[config.mk]
export PLATFORM = sky130hd
export DESIGN_NAME = result_piso
export DESIGN_NICKNAME = d
export VERILOG_FILES = /design/src/rtl/result_piso.sv
export SDC_FILE = /design/constraint.sdc
export NUM_CORES = 1
export LEC_CHECK = 0
export ABC_AREA = 0
export CORE_ASPECT_RATIO = 1.1
export CORE_MARGIN = 8
export CORE_UTILIZATION = 30
export DETAILED_ROUTE_END_ITERATION = 6
export GPL_ROUTABILITY_DRIVEN = 0
export GPL_TIMING_DRIVEN = 0
export PLACE_DENSITY = 0.55
export SYNTH_ARGS = -nofsm -noshare
export SYNTH_HDL_FRONTEND = slang
export SYNTH_SLANG_ARGS = --single-unit
[constraint.sdc]
create_clock -name clk -period 2.55 [get_ports clk]
set_input_delay 0.51 -clock clk [delete_from_list [all_inputs] [get_ports clk]]
set_output_delay 0.51 -clock clk [all_outputs]
set_load 0.005 [all_outputs]
[src/rtl/result_piso.sv]
// Parallel-in serial-out drain for one systolic-array result row over a valid/ready stream.
// Optional macro RESULT_PISO_HOLD_EN adds a one-row holding register for overlapped loads.
module result_piso #(
  parameter int unsigned DATA_WIDTH  = 16,
  parameter int unsigned NUM_COLS    = 4,
  parameter int unsigned COUNT_WIDTH = 4
) (
  input  logic                           clk,
  input  logic                           rst_piso,
  input  logic                           load,
  input  logic [NUM_COLS*DATA_WIDTH-1:0] par_in,
  output logic                           load_ready,
  output logic [DATA_WIDTH-1:0]          out_data,
  output logic                           out_valid,
  input  logic                           out_ready,
  output logic                           out_last,
  output logic                           busy,
  output logic [COUNT_WIDTH-1:0]         beat_idx,
  output logic                           overrun
);

  localparam int unsigned ROW_W = NUM_COLS * DATA_WIDTH;
  localparam logic [COUNT_WIDTH-1:0] LAST_IDX = COUNT_WIDTH'(NUM_COLS - 1);
  localparam logic ONE_COL = (NUM_COLS == 1);

  typedef enum logic {
    S_IDLE,
    S_SHIFT
  } state_t;

  state_t                 r_state;
  logic [ROW_W-1:0]       r_shift;
  logic [COUNT_WIDTH-1:0] r_beat;
  logic                   r_valid;
  logic                   r_last;
  logic                   r_overrun;

  logic w_xfer;
  logic w_xfer_last;
  logic w_load_ready;
  logic w_reject;

`ifdef RESULT_PISO_HOLD_EN
  logic [ROW_W-1:0] r_hold;
  logic             r_hold_valid;
`endif

  assign w_xfer      = r_valid & out_ready;
  assign w_xfer_last = w_xfer & r_last;

  // Ready in SHIFT depends on out_ready this cycle so a new row can follow with no bubble.
`ifdef RESULT_PISO_HOLD_EN
  assign w_load_ready = ~rst_piso & ((r_state == S_IDLE) | ~r_hold_valid | w_xfer_last);
`else
  assign w_load_ready = ~rst_piso & ((r_state == S_IDLE) | w_xfer_last);
`endif
  assign w_reject = ~rst_piso & load & ~w_load_ready;

  always_ff @(posedge clk) begin
    if (rst_piso) begin
      r_state   <= S_IDLE;
      r_shift   <= '0;
      r_beat    <= '0;
      r_valid   <= 1'b0;
      r_last    <= 1'b0;
      r_overrun <= 1'b0;
`ifdef RESULT_PISO_HOLD_EN
      r_hold       <= '0;
      r_hold_valid <= 1'b0;
`endif
    end else begin
      if (w_reject) begin
        r_overrun <= 1'b1;
      end
      case (r_state)
        S_IDLE: begin
          if (load) begin
            r_shift <= par_in;
            r_beat  <= '0;
            r_last  <= ONE_COL;
            r_valid <= 1'b1;
            r_state <= S_SHIFT;
          end
        end
        S_SHIFT: begin
          if (w_xfer_last) begin
`ifdef RESULT_PISO_HOLD_EN
            if (r_hold_valid) begin
              r_shift      <= r_hold;
              r_beat       <= '0;
              r_last       <= ONE_COL;
              r_hold_valid <= load;
              if (load) begin
                r_hold <= par_in;
              end
            end else
`endif
            if (load) begin
              r_shift <= par_in;
              r_beat  <= '0;
              r_last  <= ONE_COL;
            end else begin
              r_beat  <= '0;
              r_valid <= 1'b0;
              r_last  <= 1'b0;
              r_state <= S_IDLE;
            end
          end else begin
            // Word 0 always sits in the low bits; shift down on each accepted beat.
            if (w_xfer) begin
              r_shift <= r_shift >> DATA_WIDTH;
              r_beat  <= r_beat + COUNT_WIDTH'(1);
              r_last  <= ((r_beat + COUNT_WIDTH'(1)) == LAST_IDX);
            end
`ifdef RESULT_PISO_HOLD_EN
            if (load && !r_hold_valid) begin
              r_hold       <= par_in;
              r_hold_valid <= 1'b1;
            end
`endif
          end
        end
        default: r_state <= S_IDLE;
      endcase
    end
  end

  assign load_ready = w_load_ready;
  assign out_data   = r_shift[DATA_WIDTH-1:0];
  assign out_valid  = r_valid;
  assign out_last   = r_last;
  assign busy       = (r_state == S_SHIFT);
  assign beat_idx   = r_beat;
  assign overrun    = r_overrun;

endmodule

Word level (Yosys, flattened, before mapping)
Cells that the tools add are included.

cells by class
  add/sub/neg operators = 1
  $mul = 0
  div/mod/pow operators = 0
  $lt $le $gt $ge = 0
  equal/unequal tests = 5
  shift operators = 0
  mux-type cells = 19
  bitwise gates (word level) = 9
  reduce and logical (&&, ||, !) cells = 2

operators by type and width
  kind                 count
  $mux 64              3
  $pmux 64 s2          1
  $mux 4               3
  $mux 1               8
  $pmux 4 s2           1
  $pmux 1 s2           3
  $and 1x1->1          5
  $add 4x1->4 const B  1
  $eq 4x2->1 const B   1
  $ne 2x2->1 const B   2
  $ne 3x1->1 const B   1
  $not 1->1            3
  $reduce_and 3->1     1
  $ne 2x1->1 const B   1
  $reduce_and 2->1     1
  $or 1x1->1           1

storage, ports and cells
  bits in registers = 72
  bits in latches = 0
  memory bits (writable) = 0
  bits in read-only memories = 0
  input port bits = 68
  output and inout port bits = 25
  word-level logic and storage cells = 42
  memories = 0

Depth between registers and ports, before layout
  word-level depth = 6
  mapped depth = 6
  depth with buffers taken out = 5

Worst setup path after synthesis
No wires, ideal clock.

  kind = input to register
  start point = in rst_piso
  end point = reg r_beat[3], in the netlist beat_idx[3]
  library setup time = 88 ps
  data arrival time = 1377 ps
  data required time = 2462 ps
  setup slack = 1085 ps
  stages on the path = 6
  buffers on the path = 3
  cells stage by stage = buf_2 -> inv_2 -> buf_2 -> clkbuf_1 -> nand2_1 -> o32ai_2

RTL lines
  item                    line  source
  start: declaration      9     input logic rst_piso,
  end signal: assignment  112   r_beat <= r_beat + COUNT_WIDTH'(1);
  end: declaration        33    logic [COUNT_WIDTH-1:0] r_beat;

Final worst setup path
  start point = in out_ready
  end point = out load_ready

on the way
  word-level cells in the longest chain between the ends = 4

ends and longest elaborated chain
  item                line  source
  start: declaration  15    input logic out_ready,
  $and 1x1->1         48    assign w_xfer = r_valid & out_ready;
  $and 1x1->1         49    assign w_xfer_last = w_xfer & r_last;
  $or 1x1->1          55    assign w_load_ready = ~rst_piso & ((r_state == S_IDLE) | w_xfer_last);
  $and 1x1->1         55
  end: declaration    12    output logic load_ready,

Every way passes these cells.

==> results.json <==
{
  "status": "finished, final reports clean",
  "grt-ovfl-total": 0,
  "route.detailed.drc": 0,
  "cts_resized": 0,
  "cts_buffers": 9,
  "vias": 2500,
  "drtIter0Drc": 101,
  "antenna_found_initial": 0,
  "hold_viol": 0,
  "fp-row-count": 38,
  "hp-start": "rst_piso",
  "synth_edf_count": 0,
  "drive_gt1_share_pct": 15.7,
  "routed_wl_mm": 8.79,
  "finalCritPeriodShare_pct": 95.6,
  "start_kind": "primary input",
  "die_width_um": 112,
  "drt-vias-per-instance": 5.05,
  "hold_buffers": 0,
  "p_leak_nw": 1.59,
  "port_buffers": 91,
  "postRouteAntennaNets": 0,
  "tns_ps": 0,
  "yosysSeqAreaShare_pct": 46.9,
  "setup.worst_path.start": "out_ready",
  "whs_ps": 469,
  "arrival_ps": 1930,
  "max_stage_delay_ps": 580,
  "hpwl_mm": 6.67,
  "syn_to_final_growth_pct": 41.0,
  "cp_common_cell": "clkdlybuf4s50_1",
  "final_common_cell": "clkdlybuf4s50_1",
  "switching_share_pct": 25.4,
  "core_sq_um": 9940,
  "post-route-min-period_ps": 2440,
  "drv_slew": 0,
  "cts_setup_buffers": 0,
  "maxCapViolations": 0,
  "yosys_warnings": 0,
  "diodes": 0,
  "rsz0062_at_grt": "no",
  "p_per_area_nw_per_um2": 609,
  "p_seq_share_pct": 48.2,
  "dieHeight_um": 122,
  "pwr-share-clk_pct": 34.3,
  "clkLatencyLatePin_ps": 340,
  "cp_max_fo": 6,
  "synthCells": 268,
  "fmax_mhz": 410,
  "synth_cell_types": 34,
  "crit_family": "buffers and inverters",
  "num_io_pins": 93,
  "timing.rr.start": "busy",
  "fillerInstances": 951,
  "cts.reportedPaths.clkPinSlew_ps": 80,
  "path_class": "in -> out",
  "dieArea_sq_um": 13700,
  "first_global_vias": 2731,
  "setup_viol": 0,
  "grt_max_degree": 14,
  "clockBufferDepth": 2,
  "pwr-share-comb_pct": 17.5,
  "numClockSinks": 72,
  "ys_ff_latch": 72,
  "grt_pass1_wl_mm": 14.3,
  "layout_common_cells": "91 x clkdlybuf4s50_1, 72 x dfxtp_1, 48 x o21a_1",
  "p_switching_mw": 0.671,
  "cp_slowest_cell": "clkdlybuf4s50_1",
  "final_nets": 440,
  "finish.utilization_pct": 43.6,
  "htree_levels": 3,
  "start_util_pct": 30.9,
  "synth_area_sq_um": 3070,
  "syn_nets": 338,
  "required_ps": 2040,
  "tightest_slew_ps": 544,
  "clockRootBuffer": "clkbuf_8",
  "relSlewSlack_pct": 63.7,
  "wl_per_cell_um": 17.8,
  "cts_tree": "built",
  "hold_path.class": "in -> reg",
  "endpoint_kind": "output port",
  "async_reset_ff_share_pct": 0,
  "dp.cells": 479,
  "fin_cells": 495,
  "drt_pass1_iterations": 4,
  "fin_skew_ps": 8.87,
  "irDropWorstVdd_v": 0.000214,
  "cp_cell_sequence": "clkdlybuf4s50_1 -> nand3_1 -> a21oi_1 -> clkdlybuf4s50_1",
  "synth_flop_cell": "dfxtp_1",
  "internal_power_mw": 1.97,
  "grt_use_total_pct": 13.1,
  "crit_buf_inv": 2,
  "syn-mean-instance-area_sq_um": 11.5
}
power groups by stage:
stage | Sequential (mW) | Clock, mW | Combinational [mW]
after floorplan | 1.28 | 0 | 0.249
after CTS | 1.27 | 0.932 | 0.470
after global routing | 1.28 | 0.990 | 0.505
after detailed placement | 1.30 | 0 | 0.466
after global placement | 1.29 | 0 | 0.462
final | 1.27 | 0.905 | 0.463
synth_stat cells, types with 2 or more instances:
cell type,count,area (sq um)
o21a_1,48,360
buf_4,20,150
nand2b_1,2,12.5
a21oi_1,4,20.0
nand3_1,4,20.0
o221a_1,45,507
dfxtp_1,72,1440
inv_1,4,15.0
o221a_2,3,33.8
nor2_1,3,11.3
ha_1,2,25.0
a32o_1,16,160
buf_2,11,55.1
clkbuf_1,7,26.3
nand2_1,5,18.8
buf_6,4,45.0
cell type report:
cell class                 count  area, sq um  area share [%]
buffer                        42          277            6.39
clock buffer                  10          128            2.95
clock inverter                 6         70.1            1.62
inverter                       5         18.8           0.433
multi-input combinational    149         1340            30.8
sequential                    72         1440            33.3
tap                          120          150            3.47
timing repair buffer          91          911            21.0
kinds of logic after synthesis:
logic type               share of synthesized area, %
flip-flops                                       46.9
adder cells (fa/ha/maj)                         0.815
XOR/XNOR                                        0.570
AO/OA/AOI/OAI                                    38.5
AND/OR/NAND/NOR                                  3.54
buffers and inverters                            9.61
routing by layer:
layer / global-route usage (%) / vias to the layer above / wire length [um]
met5: 0 / - / 0
met4: 4.64 / 0 / 50
met3: 4.41 / 4 / 627
met2: 21.1 / 76 / 3990
met1: 16.1 / 1160 / 4120
li1: - / 1260 / -
sequential cells by signal, indices dropped and copies added (netlist names):
signal,cells
out_valid,1
beat_idx,4
r_shift,64
overrun,1
busy,1
out_last,1
through the flow:
step | cell area, sq um | total power [mW] | worst slack (ps)
global placement | 4130 | 1.76 | 109
global route | 4330 | 2.78 | 0.767
CTS | 4330 | 2.67 | 105
floorplan | 3070 | 1.53 | 1080
finish | 4330 | 2.64 | 113
detailed placement | 4130 | 1.76 | 124
final timing paths:
check | to | cells past startpoint | slack [ps]
setup reg to reg | r_shift[18] | 6 | 1020
hold / removal | beat_idx[0] | 2 | 470
setup / recovery | load_ready | 4 | 110
hold reg to reg | overrun | 2 | 480
(Power assumes the default switching activity.)
